--- config.mk ---
export PLATFORM = sky130hd
export DESIGN_NAME = mem_wb_stage_flat
export DESIGN_NICKNAME = d
export VERILOG_FILES = /design/src/rtl/mem_wb_stage_pkg.sv /design/src/rtl/mem_wb_stage_if.sv /design/src/rtl/mem_wb_stage_mem_align.sv /design/src/rtl/mem_wb_stage.sv /design/src/flat_wrapper.sv
export SDC_FILE = /design/constraint.sdc
export NUM_CORES = 1
export LEC_CHECK = 0
export BUFFER_PORTS_ARGS = -buffer_cell sky130_fd_sc_hd__buf_2
export CAP_MARGIN = 5
export CORE_MARGIN = 2
export CORE_UTILIZATION = 54
export DETAILED_ROUTE_END_ITERATION = 7
export GPL_TIMING_DRIVEN = 0
export PLACE_DENSITY_LB_ADDON = 0.25
export SYNTH_ARGS = -nofsm -noshare
export SYNTH_HDL_FRONTEND = slang
export SYNTH_SLANG_ARGS = --single-unit
--- constraint.sdc ---
create_clock -name clk -period 9.15 [get_ports clk]
set_input_delay 0 -clock clk [delete_from_list [all_inputs] [get_ports clk]]
set_output_delay 0 -clock clk [all_outputs]
set_load 0.05 [all_outputs]
--- src/rtl/mem_wb_stage_pkg.sv ---
// Shared types for the MEM/WB stage: memory-op codes, FSM encoding and lane helpers.
package mem_wb_stage_pkg;

  localparam int RegAddrBus = 5;
  localparam int RegDataBus = 32;

  typedef logic [3:0] byte_sel_t;

  typedef enum logic [3:0] {
    MEM_NONE = 4'd0,
    MEM_LB   = 4'd1,
    MEM_LBU  = 4'd2,
    MEM_LH   = 4'd3,
    MEM_LHU  = 4'd4,
    MEM_LW   = 4'd5,
    MEM_SB   = 4'd6,
    MEM_SH   = 4'd7,
    MEM_SW   = 4'd8
  } memop_e;

  typedef enum logic {
    ST_IDLE = 1'b0,
    ST_MEM  = 1'b1
  } state_e;

  function automatic logic is_load(memop_e op);
    return op inside {MEM_LB, MEM_LBU, MEM_LH, MEM_LHU, MEM_LW};
  endfunction

  function automatic logic is_store(memop_e op);
    return op inside {MEM_SB, MEM_SH, MEM_SW};
  endfunction

endpackage

--- src/rtl/mem_wb_stage_if.sv ---
// EX/MEM input, data-memory port and register-file write port of the MEM/WB stage.
interface mem_wb_stage_if;
  import mem_wb_stage_pkg::*;

  logic                  in_valid;
  logic                  in_ready;
  logic                  in_we;
  logic [RegAddrBus-1:0] in_waddr;
  logic [RegDataBus-1:0] in_alu;
  logic [3:0]            in_memop;
  logic [RegDataBus-1:0] in_sdata;

  logic                  dmem_req;
  logic                  dmem_we;
  logic [31:0]           dmem_addr;
  byte_sel_t             dmem_be;
  logic [31:0]           dmem_wdata;
  logic                  dmem_ack;
  logic [31:0]           dmem_rdata;

  logic                  wb_we;
  logic [RegAddrBus-1:0] wb_waddr;
  logic [RegDataBus-1:0] wb_wdata;
  logic                  misalign_exc;

  modport slave (
    input  in_valid, in_we, in_waddr, in_alu, in_memop, in_sdata,
    output in_ready,
    output dmem_req, dmem_we, dmem_addr, dmem_be, dmem_wdata,
    input  dmem_ack, dmem_rdata,
    output wb_we, wb_waddr, wb_wdata, misalign_exc
  );

  modport master (
    output in_valid, in_we, in_waddr, in_alu, in_memop, in_sdata,
    input  in_ready,
    input  dmem_req, dmem_we, dmem_addr, dmem_be, dmem_wdata,
    output dmem_ack, dmem_rdata,
    input  wb_we, wb_waddr, wb_wdata, misalign_exc
  );

endinterface

--- src/rtl/mem_wb_stage_mem_align.sv ---
// Combinational lane logic: byte enables, store replication, load extraction/extension, misalign.
module mem_wb_stage_mem_align
  import mem_wb_stage_pkg::*;
(
  input  memop_e      op_i,
  input  logic [1:0]  addr_lo_i,
  input  logic [31:0] rdata_i,
  input  logic [31:0] sdata_i,
  output byte_sel_t   be_o,
  output logic [31:0] wdata_o,
  output logic [31:0] ldata_o,
  output logic        misalign_o
);

  logic [7:0]  lane_b;
  logic [15:0] lane_h;

  assign lane_b = rdata_i[{addr_lo_i, 3'b000} +: 8];
  assign lane_h = addr_lo_i[1] ? rdata_i[31:16] : rdata_i[15:0];

  always_comb begin
    be_o       = 4'b0000;
    wdata_o    = sdata_i;
    ldata_o    = rdata_i;
    misalign_o = 1'b0;
    case (op_i)
      MEM_LB:  begin be_o = 4'b1111; ldata_o = {{24{lane_b[7]}}, lane_b}; end
      MEM_LBU: begin be_o = 4'b1111; ldata_o = {24'h0, lane_b}; end
      MEM_LH:  begin
        be_o = 4'b1111; ldata_o = {{16{lane_h[15]}}, lane_h}; misalign_o = addr_lo_i[0];
      end
      MEM_LHU: begin
        be_o = 4'b1111; ldata_o = {16'h0, lane_h}; misalign_o = addr_lo_i[0];
      end
      MEM_LW:  begin be_o = 4'b1111; misalign_o = (addr_lo_i != 2'b00); end
      MEM_SB:  begin be_o = 4'b0001 << addr_lo_i; wdata_o = {4{sdata_i[7:0]}}; end
      MEM_SH:  begin
        be_o = addr_lo_i[1] ? 4'b1100 : 4'b0011;
        wdata_o = {2{sdata_i[15:0]}};
        misalign_o = addr_lo_i[0];
      end
      MEM_SW:  begin be_o = 4'b1111; misalign_o = (addr_lo_i != 2'b00); end
      default: ;
    endcase
  end

endmodule

--- src/rtl/mem_wb_stage.sv ---
// MEM/WB stage FSM. IDLE: accepting, in_ready=1 | MEM: request held until dmem_ack.
module mem_wb_stage
  import mem_wb_stage_pkg::*;
(
  input  logic            clk,
  input  logic            rst,
  mem_wb_stage_if.slave   bus
);

  state_e                state_q;
  memop_e                op_q;
  logic [1:0]            addr_lo_q;
  logic                  we_q;
  logic [RegAddrBus-1:0] waddr_q;
  logic                  dmem_req_q;
  logic                  dmem_we_q;
  logic [31:0]           dmem_addr_q;
  byte_sel_t             dmem_be_q;
  logic [31:0]           dmem_wdata_q;
  logic                  wb_we_q;
  logic [RegAddrBus-1:0] wb_waddr_q;
  logic [RegDataBus-1:0] wb_wdata_q;
  logic                  misalign_q;

  memop_e      req_op;
  memop_e      al_op;
  logic [1:0]  al_addr_lo;
  byte_sel_t   al_be;
  logic [31:0] al_wdata;
  logic [31:0] al_ldata;
  logic        al_misalign;

  assign req_op = memop_e'(bus.in_memop);

  // One aligner serves the request side in IDLE and the response side in MEM.
  assign al_op      = (state_q == ST_MEM) ? op_q : req_op;
  assign al_addr_lo = (state_q == ST_MEM) ? addr_lo_q : bus.in_alu[1:0];

  mem_wb_stage_mem_align u_align (
    .op_i       (al_op),
    .addr_lo_i  (al_addr_lo),
    .rdata_i    (bus.dmem_rdata),
    .sdata_i    (bus.in_sdata),
    .be_o       (al_be),
    .wdata_o    (al_wdata),
    .ldata_o    (al_ldata),
    .misalign_o (al_misalign)
  );

  always_ff @(posedge clk or posedge rst) begin
    if (rst) begin
      state_q      <= ST_IDLE;
      op_q         <= MEM_NONE;
      addr_lo_q    <= 2'b00;
      we_q         <= 1'b0;
      waddr_q      <= '0;
      dmem_req_q   <= 1'b0;
      dmem_we_q    <= 1'b0;
      dmem_addr_q  <= '0;
      dmem_be_q    <= '0;
      dmem_wdata_q <= '0;
      wb_we_q      <= 1'b0;
      wb_waddr_q   <= '0;
      wb_wdata_q   <= '0;
      misalign_q   <= 1'b0;
    end else begin
      wb_we_q    <= 1'b0;
      misalign_q <= 1'b0;
      case (state_q)
        ST_IDLE: begin
          if (bus.in_valid) begin
            if (!is_load(req_op) && !is_store(req_op)) begin
              wb_we_q    <= bus.in_we;
              wb_waddr_q <= bus.in_waddr;
              wb_wdata_q <= bus.in_alu;
            end else if (al_misalign) begin
              misalign_q <= 1'b1;
            end else begin
              state_q      <= ST_MEM;
              op_q         <= req_op;
              addr_lo_q    <= bus.in_alu[1:0];
              we_q         <= bus.in_we;
              waddr_q      <= bus.in_waddr;
              dmem_req_q   <= 1'b1;
              dmem_we_q    <= is_store(req_op);
              dmem_addr_q  <= {bus.in_alu[31:2], 2'b00};
              dmem_be_q    <= al_be;
              dmem_wdata_q <= al_wdata;
            end
          end
        end
        ST_MEM: begin
          if (bus.dmem_ack) begin
            state_q    <= ST_IDLE;
            dmem_req_q <= 1'b0;
            dmem_we_q  <= 1'b0;
            if (is_load(op_q)) begin
              wb_we_q    <= we_q;
              wb_waddr_q <= waddr_q;
              wb_wdata_q <= al_ldata;
            end
          end
        end
        default: state_q <= ST_IDLE;
      endcase
    end
  end

  assign bus.in_ready     = (state_q == ST_IDLE);
  assign bus.dmem_req     = dmem_req_q;
  assign bus.dmem_we      = dmem_we_q;
  assign bus.dmem_addr    = dmem_addr_q;
  assign bus.dmem_be      = dmem_be_q;
  assign bus.dmem_wdata   = dmem_wdata_q;
  assign bus.wb_we        = wb_we_q;
  assign bus.wb_waddr     = wb_waddr_q;
  assign bus.wb_wdata     = wb_wdata_q;
  assign bus.misalign_exc = misalign_q;

endmodule

--- src/flat_wrapper.sv ---
// flat-port wrapper written by rule: the top's interface ports become plain ports
module mem_wb_stage_flat import mem_wb_stage_pkg::*;
  (clk, rst, bus_in_valid, bus_in_we, bus_in_waddr, bus_in_alu, bus_in_memop, bus_in_sdata, bus_in_ready, bus_dmem_req, bus_dmem_we, bus_dmem_addr, bus_dmem_be, bus_dmem_wdata, bus_dmem_ack, bus_dmem_rdata, bus_wb_we, bus_wb_waddr, bus_wb_wdata, bus_misalign_exc);
  mem_wb_stage_if bus_i ();
  input  logic clk;
  input  logic rst;
  input wire logic [$bits(bus_i.in_valid)-1:0] bus_in_valid;
  input wire logic [$bits(bus_i.in_we)-1:0] bus_in_we;
  input wire logic [$bits(bus_i.in_waddr)-1:0] bus_in_waddr;
  input wire logic [$bits(bus_i.in_alu)-1:0] bus_in_alu;
  input wire logic [$bits(bus_i.in_memop)-1:0] bus_in_memop;
  input wire logic [$bits(bus_i.in_sdata)-1:0] bus_in_sdata;
  output wire logic [$bits(bus_i.in_ready)-1:0] bus_in_ready;
  output wire logic [$bits(bus_i.dmem_req)-1:0] bus_dmem_req;
  output wire logic [$bits(bus_i.dmem_we)-1:0] bus_dmem_we;
  output wire logic [$bits(bus_i.dmem_addr)-1:0] bus_dmem_addr;
  output wire logic [$bits(bus_i.dmem_be)-1:0] bus_dmem_be;
  output wire logic [$bits(bus_i.dmem_wdata)-1:0] bus_dmem_wdata;
  input wire logic [$bits(bus_i.dmem_ack)-1:0] bus_dmem_ack;
  input wire logic [$bits(bus_i.dmem_rdata)-1:0] bus_dmem_rdata;
  output wire logic [$bits(bus_i.wb_we)-1:0] bus_wb_we;
  output wire logic [$bits(bus_i.wb_waddr)-1:0] bus_wb_waddr;
  output wire logic [$bits(bus_i.wb_wdata)-1:0] bus_wb_wdata;
  output wire logic [$bits(bus_i.misalign_exc)-1:0] bus_misalign_exc;
  assign bus_i.in_valid = bus_in_valid;
  assign bus_i.in_we = bus_in_we;
  assign bus_i.in_waddr = bus_in_waddr;
  assign bus_i.in_alu = bus_in_alu;
  assign bus_i.in_memop = bus_in_memop;
  assign bus_i.in_sdata = bus_in_sdata;
  assign bus_in_ready = bus_i.in_ready;
  assign bus_dmem_req = bus_i.dmem_req;
  assign bus_dmem_we = bus_i.dmem_we;
  assign bus_dmem_addr = bus_i.dmem_addr;
  assign bus_dmem_be = bus_i.dmem_be;
  assign bus_dmem_wdata = bus_i.dmem_wdata;
  assign bus_i.dmem_ack = bus_dmem_ack;
  assign bus_i.dmem_rdata = bus_dmem_rdata;
  assign bus_wb_we = bus_i.wb_we;
  assign bus_wb_waddr = bus_i.wb_waddr;
  assign bus_wb_wdata = bus_i.wb_wdata;
  assign bus_misalign_exc = bus_i.misalign_exc;
  mem_wb_stage u_core (.clk(clk), .rst(rst), .bus(bus_i));
endmodule
; ---- Word level (Yosys, flattened, before mapping)
; Cells that the tools add are included.
[op_classes]
eq_ne = 27
n_shift = 2
mux = 41
bitwise_logic = 3
reduce_logical = 13
[op_table]
columns = cell, n
row1 = 32-bit 2-to-1 mux, 4
row2 = 32-bit one-hot mux with 2 select lines, 2
row3 = 32-bit one-hot mux with 4 select lines, 1
row4 = 4-bit by 3-bit == test with 1-bit output (second input constant), 10
row5 = 32-bit by 6-bit variable part select with 8-bit output, 1
row6 = 4-bit by 2-bit == test with 1-bit output (second input constant), 6
row7 = 5-bit 2-to-1 mux, 4
row8 = 1-bit 2-to-1 mux, 19
row9 = 16-bit 2-to-1 mux, 1
row10 = 4-bit by 1-bit == test with 1-bit output (second input constant), 3
row11 = 4-bit one-hot mux with 3 select lines, 1
row12 = 4-bit AND reduction, 3
row13 = 2-bit != test (second input constant), 5
row14 = 1-bit one-hot mux with 2 select lines, 5
row15 = 5-bit one-hot mux with 2 select lines, 1
row16 = 5-bit nonzero test, 2
row17 = 4-bit == test (second input constant), 2
row18 = 4-bit 2-to-1 mux, 2
row19 = 6-bit OR reduction, 1
row20 = 1-bit by 2-bit << shifter with 4-bit output (first input constant), 1
row21 = 1-bit inverter, 3
row22 = 3-bit nonzero test, 1
row23 = 3-bit OR reduction, 1
row24 = 1-bit logical NOT, 2
row25 = other kinds (5), 5
[totals]
reg_bits = 120
inputBits = 110
out_inout_bits = 110
word_cells = 100

; ---- Logic depth before layout (Yosys ltp)
; Gate-level depths: netlist (run 1).
[logic_depth]
depth_word = 8
mapped_depth = 9
ltp_nobuf = 6

; ---- By module
; From an unflattened synthesis (run 1), not the netlist that was laid out.
[hier_totals]
cells_unflattened = 502
hier_area_um2 = 6311.1
[by_module_without_submodules]
columns = mod, instances, cells_per_inst, area_per_inst_um2, seq_area_each_um2
row1 = mem_wb_stage, 1, 333, 5093.6, 3002.9
row2 = mem_wb_stage_mem_align, 1, 169, 1217.4, 0.0

; ---- Worst setup path before layout (run 1)
; Ideal clock, no wire load.
[synth_timing]
path_type = reg-to-reg
from = register u_core.op_q[1]
to = register u_core.addr_lo_q[0]
arrival_ps = 2415
setup_slack_ps = 6610
stages_incl_launch_ff = 9
n_path_buf = 2
path_cell_list = dfrtp_1 -> clkbuf_1 -> or3b_2 -> a211o_1 -> o21a_1 -> nor3b_1 -> o211ai_4 -> buf_6 -> mux2_2
[synth_via]
elab_chain_len = 6
elab_cells_between_ends = 11
classes_between = eq/ne: 5 / mux: 2 / bitwise: 1 / reduce/logical: 3
[synth_lines]
columns = item, line
row1 = start: declaration, mem_wb_stage.sv:11  ; memop_e op_q;
row2 = start signal: assignment, mem_wb_stage.sv:80  ; op_q <= req_op;
row3 = 4-bit 2-to-1 mux *, mem_wb_stage.sv:36  ; assign al_op = (state_q == ST_MEM) ? op_q : req_op;
row4 = "4-bit by 3-bit == test with 1-bit output, or another cell as far along", mem_wb_stage_mem_align.sv:26  ; case (op_i)
row5 = 3-bit OR reduction (no line) or 2-bit OR reduction (tied branches), n/a
row6 = 1-bit one-hot mux with 2 select lines *, mem_wb_stage_mem_align.sv:26
row7 = 1-bit inverter (no line) *, n/a
row8 = 4-bit AND reduction (no line) *, n/a
row9 = end signal: assignment, mem_wb_stage.sv:81  ; addr_lo_q <= bus.in_alu[1:0];
row10 = end: declaration, mem_wb_stage.sv:12  ; logic [1:0] addr_lo_q;
; Every way passes the cells marked *; elsewhere a longest branch is shown, timed or not.
; A chain may end at the register's enable or synchronous reset.

; ---- Worst setup path in the final report (run 1)
[layout_timing]
from = register u_core.state_q
to = register u_core.dmem_wdata_q[25], in the netlist u_core.bus.dmem_wdata[25]
[layout_via]
elab_chain_len = 6
elab_cells_between_ends = 16
classes_between = eq/ne: 6 / mux: 4 / bitwise: 2 / reduce/logical: 4
[layout_lines]
columns = item, line
row1 = start: declaration, mem_wb_stage.sv:10  ; state_e state_q;
row2 = start signal: assignment, mem_wb_stage.sv:52  ; state_q <= ST_IDLE;
row3 = start signal: assignment, mem_wb_stage.sv:79  ; state_q <= ST_MEM;
row4 = start signal: assignment, mem_wb_stage.sv:94  ; state_q <= ST_IDLE;
row5 = 4-bit 2-to-1 mux, mem_wb_stage.sv:36
row6 = "4-bit by 3-bit == test with 1-bit output, or another cell as far along", mem_wb_stage_mem_align.sv:26
row7 = 3-bit OR reduction (no line) or 2-bit OR reduction (tied branches), n/a
row8 = 1-bit one-hot mux with 2 select lines, mem_wb_stage_mem_align.sv:26
row9 = 1-bit inverter (no line), n/a
row10 = 4-bit AND reduction (no line), n/a
row11 = end signal: assignment, mem_wb_stage.sv:88  ; dmem_wdata_q <= al_wdata;
row12 = end: declaration, mem_wb_stage.sv:19  ; logic [31:0] dmem_wdata_q;
; Several ways; a longest one is shown, not always the timed one.

==> out/results.tsv, run 1 <==
metric	value	unit
Post-synth ARST share	100	%
CTS tree	built	
area delta synth->final	48.3	%
clk sink count	120	
Std-Cell Rows	38	
crit path max fanout	10	
Initial Utilization	55.4	%
Die Area	12000	um2
Placed Area	7330	um2
Max Slew Vio Count	0	
Routed Antenna Nets	0	
data required time at the worst endpoint	9570	ps
Slew @ Worst Pin	1080	ps
layout cells sized above 1	39.3	%
Setup Crit Path Kind	flip-flop to flip-flop	
Final WS setup	5650	ps
maxcap violations	0	
Design Area, Final	8950	um2
leakage power	4.14	nW
Routed WL per cell	20.3	um
grt total ovfl	0	
post-layout min period	3500	ps
# IOs	220	
Synth area leaders	dfrtp_1 50%, mux2_2 17%, mux2i_1 5.0%, nor2_1 4.1%, a211oi_1 3.2%	
Max VDD drop	0.313	mV
#FFs+latches synth	120	
PwrDens	388	nW/um2
Tot Pwr	0.00347	W
CTS clk-pin slew, worst paths	50	ps
maximum number of pins on one net before global-route repair	62	
count of different cell masters after synthesis	44	
core area	10900	um2
status	complete, no violations	
root buf cell	clkbuf_8	
Inserted Clock Buffers	17	
drt drc	0	
sequential fraction of the synthesis area	49.8	%
reg2reg setup slack	5650	ps
CP endpoint kind	flip-flop	
Post-synth EDFFs	0	
nets	1005	
HPWL Detailed	13800	um
Final Setup Violations	0	
via count	6028	
initial antenna violation count	0	
later-pin clock latency in the skew report	540	ps
Antenna diodes	0	
startpoint types	flip-flop	
count leader, synth	dfrtp_1	
Worst Path Arrival	3910	ps
routed vias/inst	5.76	
Relative slew margins	27.7	%
Total GRT Usage	35.8	%
drt initial violations	614	
clock buffer depth	2	
fin crit share	38.2	%
Avg Cell Area, Syn	11.0	um2
die width	110	um
yosys warns	0	
dpl ws	6030	ps
Synth top area share	49.8	%
Fmax achieved	286	MHz
HP Class	input port to flip-flop	
Cell Area, Synth	6030	um2
RSZ-0062 raised after global routing	no	
Clock Skew	5.43	ps
Die H	110	um
first-pass GRT wire length	31800	um
port bufs	217	
Gate Count Post-Synth	547	
H-tree depth	4	
TritonRoute pass-1 iters	6	
Synth top cells by count	120 x dfrtp_1, 90 x mux2_2, 66 x nor2_1	
Hold WS	39.1	ps
placer congestion estimate	0.906	
post-synth top area cell	dfrtp_1	
Post-synth top flop	dfrtp_1	
TNS Setup	0	ps
drt total wl	21200	um
Final Hold Viols	0	
vias in the first global route	6186	
## state kept, by name, summed over array words and instances, names as in the netlist, 2 cells and up
name	count
u_core.bus.dmem_be	4
u_core.bus.dmem_addr	30
u_core.bus.wb_wdata	32
u_core.bus.wb_waddr	5
u_core.addr_lo_q	2
u_core.waddr_q	5
u_core.op_q	4
u_core.bus.dmem_wdata	32
## what timing repair did
| item | CTS | global route |
|---|---|---|
| setup buffers | 0 | 0 |
| endpoints found under the hold margin | 175 | 0 |
| resized for setup | 0 | 0 |
| hold buffers | 110 | 0 |
## layer usage
| layer | wire (um) | global-route usage, % | up-vias |
|---|---|---|---|
| met5 | 0 | 0 | - |
| met4 | 1030 | 20.2 | 0 |
| met3 | 1640 | 8.60 | 91 |
| met2 | 10500 | 60.4 | 359 |
| met1 | 8100 | 41.8 | 2908 |
| li1 | - | - | 2670 |
## worst max-delay path: stages (launching register included)
cell and delay (ps):
dfrtp_1 320, buf_2 190, buf_2 270, mux2i_1 250, nor3_1 890, clkbuf_1 440, a21oi_1 140, dlygate4sd3_1 600
mux2_2 270
## cell families (layout without fill, tap and decap cells)
kind of cell    after synthesis  count (layout)  share of synthesized area, %
simple gates                158             158                          11.4
mux                         128             128                          23.3
flops                       120             120                          49.8
compound gates              100             100                          11.4
buf+inv                      37             395                          3.57
xor+xnor                      3               3                         0.436
other cells                   1               2                        0.0622
## placed cells by master, fill, tap and decap left out, drive strengths merged, types with 3 or more instances in the layout
cell           n
clkbuf        45
dfrtp        120
buf          235
nand3          5
nand2         38
a22o           3
mux2i         31
nor3          33
mux2          97
a21oi         28
dlygate4sd3  110
o21a           8
clkinv         3
and2           3
o21ai         17
a2111oi        6
a211oi        26
nor2          66
## final cells by class
type | instances | area (um2)
inverters | 2 | 12.5
repair buffers | 328 | 2210
flip-flops and latches | 120 | 3000
fillers | 648 | 1940
clock buffers | 27 | 502
plain buffers | 35 | 208
clock inverters | 3 | 15.0
multi-input cells | 391 | 2820
well taps | 140 | 175
## power breakdown
| part | switching [W] | total, W | internal [W] | leakage [nW] |
|---|---|---|---|---|
| sequential | 0.000148 | 0.000942 | 0.000795 | 1.40 |
| clock | 0.000223 | 0.000587 | 0.000364 | 0.258 |
| combinational | 0.00139 | 0.00194 | 0.000549 | 2.48 |
## final timing paths
path	start	to	cells past startpoint
max in group asynchronous	rst	u_core.bus.wb_waddr[2]$_DFFE_PP0P_	4
min in group asynchronous	rst	u_core.bus.dmem_addr[11]$_DFFE_PP0P_	3
hold reg to reg	u_core.bus.dmem_req$_DFFE_PP0P_	u_core.bus.dmem_req$_DFFE_PP0P_	2
setup reg to reg	u_core.state_q$_DFF_PP0_	u_core.bus.dmem_wdata[25]$_DFFE_PP0P_	8
setup / recovery	u_core.state_q$_DFF_PP0_	u_core.bus.dmem_wdata[25]$_DFFE_PP0P_	8
hold / removal	bus_dmem_rdata[11]	u_core.bus.wb_wdata[11]$_DFFE_PP0P_	5
## stage by stage
stage	std cells	utilization, %
2_1_floorplan	548	-
3_3_place_gp	905	67.0
3_5_place_dp	906	67.3
4_1_cts	1046	82.2
5_1_grt	1046	82.2
6_report	1046	82.2
(Power assumes the default switching activity.)
==> run 2: changes to the inputs <==
--- a/config.mk
+++ b/config.mk
@@ -8,7 +8,7 @@
 export BUFFER_PORTS_ARGS = -buffer_cell sky130_fd_sc_hd__buf_2
 export CAP_MARGIN = 5
 export CORE_MARGIN = 2
-export CORE_UTILIZATION = 54
+export CORE_UTILIZATION = 50
 export DETAILED_ROUTE_END_ITERATION = 7
 export GPL_TIMING_DRIVEN = 0
 export PLACE_DENSITY_LB_ADDON = 0.25
==> constraint.sdc (replaced) <==
create_clock -name clk -period 3.4 [get_ports clk]
set_input_delay 0 -clock clk [delete_from_list [all_inputs] [get_ports clk]]
set_output_delay 0 -clock clk [all_outputs]
set_load 0.05 [all_outputs]
==> run 2 against run 1 <==
Effect of this change:
- non-clock buffer count decreased by 13
- sequential share of layout area increased by 0.35 points
- worst setup slack got worse by 5500 ps
- first-iteration DRC count decreased by 13%
- largest cell class unchanged
- critical path depth increased by 1
- critical path type unchanged
==> out/results.tsv, run 2 (synthesis gave the netlist of run 1 again) <==
metric	value	unit	change
root buf cell	clkbuf_16		
capturing point of the worst reg2reg path	u_core.bus.wb_wdata[19]$_DFFE_PP0P_		
RSZ-0062 raised after global routing	no		
CTS tree	built		
clk sink count	120		unchanged
TritonRoute pass-1 iters	5		-1
post-layout min period	3200	ps	-298 ps
Final Hold Viols	0		unchanged
Setup Crit Path Kind	flip-flop to flip-flop		
maxcap violations	0		unchanged
Top Layer Used	met4		
Max Slew Vio Count	0		unchanged
Die H	114	um	+3.8%
Worst Path Arrival	3490	ps	-420 ps
later-pin clock latency in the skew report	410	ps	-130 ps
slowest cell delay on critical path	570	ps	-320 ps
layout cells sized above 1	40.2	%	+0.93 points
HPWL Detailed	13600	um	-1.2%
PwrDens	1060	nW/um2	+170%
status	complete, no violations		
crit path max fanout	10		unchanged
# IOs	220		unchanged
nets	992		-1.3%
CP endpoint kind	flip-flop		
Inserted Clock Buffers	17		unchanged
reg2reg setup slack	200	ps	-5450 ps
leakage power	4.09	nW	-1.1%
commonest non-fill, non-tap cell in the layout	buf_2		
port bufs	217		unchanged
Std-Cell Rows	40		+5.3%
placer congestion estimate	0.893		-1.4%
Clock Skew	5.03	ps	-0.397 ps
first-pass GRT wire length	31200	um	-1.9%
vias in the first global route	6180		-0.097%
hold path cells	3		-2
CP Capture Point	u_core.bus.wb_wdata[19]$_DFFE_PP0P_		
Initial Utilization	50.6	%	-4.8 points
beginning of the worst register-to-register path	u_core.state_q$_DFF_PP0_		
TNS Setup	0	ps	unchanged
final core occ	74.3	%	-7.8 points
via count	5971		-0.95%
R2R depth	9		+1
Relative slew margins	31.0	%	+3.4 points
die width	114	um	+3.8%
core area	11900	um2	+9.4%
Die Area	13000	um2	+7.7%
data required time at the worst endpoint	3690	ps	-5880 ps
Routed WL per cell	19.5	um	-3.7%
Fmax achieved	313	MHz	+9.3%
clock buffer depth	2		unchanged
most frequent cells in the layout	221 x buf_2, 120 x dfrtp_1, 97 x dlygate4sd3_1, 90 x mux2_2, 66 x nor2_1		
Max VDD drop	0.724	mV	+130%
CP Buf/Inv Count	4		unchanged
Final Setup Violations	0		unchanged
metal3 WL	1620	um	-1.6%
CTS clk-pin slew, worst paths	50	ps	about the same
postcts setup bufs	0		unchanged
most frequent CP cell	buf_2		
crit path from	u_core.state_q$_DFF_PP0_		
Slew @ Worst Pin	1030	ps	-49.9 ps
fin crit share	94.0	%	+56 points
Crit path max-delay family	buffers and inverters		
HP Class	input port to flip-flop		
crit-path cells	buf_2 -> buf_2 -> mux2i_4 -> mux2i_1 -> or2_2 -> a31oi_4 -> buf_4 -> a211oi_1 -> dlygate4sd3_1		
Routed Antenna Nets	0		unchanged
Antenna diodes	0		unchanged
number of cells on the critical path	9		+1
drt initial violations	537		-13%
H-tree depth	4		unchanged
area delta synth->final	46.8	%	
drt total wl	20400	um	-4.1%
Total GRT Usage	31.5	%	-4.3 points
maximum number of pins on one net before global-route repair	63		+1.6%
Slowest cell on crit path	dlygate4sd3_1		
initial antenna violation count	0		unchanged
grt total ovfl	0		unchanged
startpoint types	flip-flop		
Met2 Routed Length	10100	um	-3.3%
routed vias/inst	5.73		-0.57%
Metal-1 WL	7710	um	-4.8%
drt drc	0		unchanged
## run 2: cell types whose count changed in the layout (fill, tap and decap cells not counted)
cell           delta
clkbuf_16         +1
clkbuf_1          -1
clkinv_2          +5
dlygate4sd3_1    -13
mux2i_1           -1
clkbuf_8          -5
bufinv_16         +1
clkinv_4          +1
mux2i_4           +1
## run 2: through the flow
step	instances	area, um2	total power, W	hold WS [ps]	setup slack (ps)
floorplan	548	6040	0.00627	96.4	214
detailed placement	913	7340	0.00753	101	286
global placement	912	7310	0.00739	229	-1080
CTS	1042	8840	0.00928	16.0	35.1
finish	1042	8850	0.00937	20.4	203
global route	1042	8850	0.00975	52.1	39.7
## run 2: final cells by class
cell class | instances | area (um2)
inverters | 2 | 12.5
multi-input cells | 391 | 2830
repair buffers | 315 | 2080
flip-flops and latches | 120 | 3000
fillers | 840 | 3060
plain buffers | 35 | 208
clock inverters | 10 | 78.8
clock buffers | 22 | 454
well taps | 147 | 184
## run 2: worst min path at each step
stage | start | end | slack, ps
floorplan | bus_dmem_ack | u_core.state_q$_DFF_PP0_ | 100
CTS | bus_dmem_rdata[2] | u_core.bus.wb_wdata[2]$_DFFE_PP0P_ | 20
finish | bus_dmem_rdata[2] | u_core.bus.wb_wdata[2]$_DFFE_PP0P_ | 20
global route | bus_in_valid | u_core.bus.wb_we$_DFF_PP0_ | 50
detailed placement | rst | u_core.bus.dmem_addr[16]$_DFFE_PP0P_ | 100
global placement | bus_dmem_ack | u_core.state_q$_DFF_PP0_ | 230
## run 2: tightest hold or removal path: stages
cell	delay, ps
buf_2	90
a2111oi_0	110
nor3_1	180
## run 2: routing by layer
| metal | global-route usage, % | up-vias |
|---|---|---|
| met3 | 8.24 | 89 |
| li1 | - | 2650 |
| met4 | 15.8 | 0 |
| met1 | 37.0 | 2839 |
| met2 | 53.6 | 393 |
| met5 | 0 | - |
## run 2: what timing repair did
action	4_1_cts	5_1_grt
hold buffers	97	0
resized for setup	0	2
endpoints found under the setup margin	0	4
hold endpoints to repair	170	0
## run 2: report_power, final
| part | internal, W | leakage, nW | switching [W] |
|---|---|---|---|
| sequential | 0.00214 | 1.40 | 0.000399 |
| clock | 0.00101 | 0.271 | 0.000617 |
| combinational | 0.00149 | 2.42 | 0.00371 |
| total | 0.00464 | 4.09 | 0.00473 |
==> run 3: changes to the inputs <==
--- a/config.mk
+++ b/config.mk
@@ -9,6 +9,7 @@
 export CAP_MARGIN = 5
 export CORE_MARGIN = 2
 export CORE_UTILIZATION = 50
+export CTS_BUF_LIST = sky130_fd_sc_hd__clkbuf_16
 export DETAILED_ROUTE_END_ITERATION = 7
 export GPL_TIMING_DRIVEN = 0
 export PLACE_DENSITY_LB_ADDON = 0.25
==> run 3 against run 2 <==
Effect of this change:
- cell area is 0.11% lower
- non-clock buffer count stayed put
- die area stayed put
- final cell count stayed put
- clock skew is 3.3 ps higher
- routed wire length is 0.67% lower
- worst setup slack worse by 47 ps
- clock power is 2% lower
- via count is 1.2% lower
==> out/results.tsv, run 3 (synthesis gave the netlist of run 1 again) <==
metric	value	unit	change
status	complete, no violations		
fin crit share	95.4	%	+1.4 points
Worst Path Arrival	3590	ps	+100 ps
Final WS setup	156	ps	-47.2 ps
port bufs	217		unchanged
later-pin clock latency in the skew report	420	ps	about the same
number of cells on the critical path	9		unchanged
commonest non-fill, non-tap cell in the layout	buf_2		
startpoint types	flip-flop		
CP Buf/Inv Count	4		unchanged
clock buffer depth	2		unchanged
dpl ws	286	ps	unchanged
RSZ-0062 raised after global routing	no		
Total GRT Usage	31.2	%	-0.30 points
# IOs	220		unchanged
TritonRoute pass-1 iters	5		unchanged
Relative slew margins	31.6	%	+0.54 points
grt total ovfl	0		unchanged
HP Class	input port to flip-flop		
Slew @ Worst Pin	1020	ps	-7.96 ps
PwrDens	1050	nW/um2	-0.36%
Routed WL per cell	19.4	um	-0.67%
Die H	114	um	unchanged
crit path from	u_core.state_q$_DFF_PP0_		
via count	5897		-1.2%
HPWL Detailed	13600	um	unchanged
Filler cells	844		+0.48%
Routed Antenna Nets	0		unchanged
drt drc	0		unchanged
Final Setup Violations	0		unchanged
data required time at the worst endpoint	3750	ps	+60 ps
Clock Skew	8.37	ps	+3.34 ps
Setup Crit Path Kind	flip-flop to flip-flop		
Max VDD drop	0.724	mV	-0.12%
reg2reg setup slack	160	ps	-50 ps
drt total wl	20200	um	-0.67%
TNS Setup	0	ps	unchanged
maxcap violations	0		unchanged
Die Area	13000	um2	unchanged
Slowest cell on crit path	dlygate4sd3_1		
leakage power	4.10	nW	+0.27%
hold wc startpoint	bus_dmem_rdata[2]		
vias in the first global route	6116		-1.0%
initial antenna violation count	0		unchanged
CP endpoint kind	flip-flop		
drt initial violations	482		-10%
beginning of the worst register-to-register path	u_core.state_q$_DFF_PP0_		
Crit path max-delay family	buffers and inverters		
area delta synth->final	46.6	%	
post-layout min period	3240	ps	+47.2 ps
crit path max fanout	10		unchanged
Initial Utilization	50.6	%	unchanged
postcts setup bufs	0		unchanged
routed vias/inst	5.66		-1.2%
capturing point of the worst reg2reg path	u_core.bus.wb_wdata[30]$_DFFE_PP0P_		
root buf cell	clkbuf_16		
CP Capture Point	u_core.bus.wb_wdata[30]$_DFFE_PP0P_		
Inserted Clock Buffers	17		unchanged
Fmax achieved	308	MHz	-1.5%
maximum number of pins on one net before global-route repair	63		unchanged
CTS clk-pin slew, worst paths	60	ps	about the same
placer congestion estimate	0.893		unchanged
clk sink count	120		unchanged
first-pass GRT wire length	30800	um	-1.0%
most frequent CP cell	buf_2		
Final Hold Viols	0		unchanged
H-tree depth	4		unchanged
CTS tree	built		
Max Slew Vio Count	0		unchanged
most frequent cells in the layout	221 x buf_2, 120 x dfrtp_1, 97 x dlygate4sd3_1, 90 x mux2_2, 66 x nor2_1		
crit-path cells	buf_2 -> buf_2 -> nand3b_1 -> a211o_1 -> o21ai_1 -> clkbuf_1 -> nor2_1 -> a211oi_1 -> dlygate4sd3_1		
Std-Cell Rows	40		unchanged
die width	114	um	unchanged
core area	11900	um2	unchanged
final core occ	74.3	%	-0.084 points
layout cells sized above 1	40.1	%	-0.11 points
nets	992		unchanged
Antenna diodes	0		unchanged
R2R depth	9		unchanged
slowest cell delay on critical path	600	ps	+30 ps
## run 3: cell types whose count changed in the layout (fill, tap and decap cells not counted)
cell      delta
clkinv_1     +1
clkbuf_8     -1
inv_1        +4
clkbuf_1     -4
## run 3: timing repair
action	in CTS	in global routing
gates resized for setup	0	2
hold endpoints to repair	170	0
hold buffers	97	0
endpoints found under the setup margin	0	4
## run 3: worst min path at each step
| stage | to | slack (ps) | cells past startpoint |
|---|---|---|---|
| global route | u_core.bus.wb_we$_DFF_PP0_ | 50 | 4 |
| CTS | u_core.bus.wb_wdata[2]$_DFFE_PP0P_ | 20 | 3 |
| finish | u_core.bus.wb_wdata[2]$_DFFE_PP0P_ | 30 | 3 |
| global placement | u_core.state_q$_DFF_PP0_ | 230 | 2 |
| detailed placement | u_core.bus.dmem_addr[16]$_DFFE_PP0P_ | 100 | 2 |
| floorplan | u_core.state_q$_DFF_PP0_ | 100 | 1 |
## run 3: worst register-to-register path: stages, from the launching register on
cell,delay [ps]
dfrtp_1,310
buf_2,200
buf_2,300
nand3b_1,130
a211o_1,430
o21ai_1,280
clkbuf_1,540
nor2_1,110
a211oi_1,280
dlygate4sd3_1,600
## run 3: final cells by class
cell class / instances / area (um2) / share of cell area [%]
timing repair buffer: 315 / 2080 / 23.6
tap: 147 / 184 / 2.08
buffer: 35 / 208 / 2.35
clock inverter: 15 / 97.6 / 1.10
inverter: 2 / 12.5 / 0.141
sequential: 120 / 3000 / 34.0
clock buffer: 17 / 425 / 4.81
multi-input combinational: 391 / 2830 / 32.0
## run 3: stage by stage
| step | cells | power, W | hold slack [ps] | instance area [um2] |
|---|---|---|---|---|
| floorplan | 548 | 0.00627 | 96.4 | 6040 |
| global placement | 912 | 0.00739 | 229 | 7310 |
| detailed placement | 913 | 0.00753 | 101 | 7340 |
| CTS | 1042 | 0.00925 | 16.0 | 8830 |
| global route | 1042 | 0.00971 | 52.4 | 8840 |
| finish | 1042 | 0.00932 | 26.7 | 8840 |
## run 3: routing by layer
layer	track usage (%)	vias up	share of wire, %
met5	0	-	0
met4	15.9	0	4.9
met3	8.13	84	6.9
met2	53.1	337	49
met1	36.6	2833	39
li1	-	2643	-
## run 3: where the power goes
part / internal, W / switching, W / leakage (nW) / total [W]
sequential: 0.00214 / 0.000395 / 1.40 / 0.00253
combinational: 0.00149 / 0.00371 / 2.42 / 0.00520
clock: 0.000977 / 0.000618 / 0.282 / 0.00159
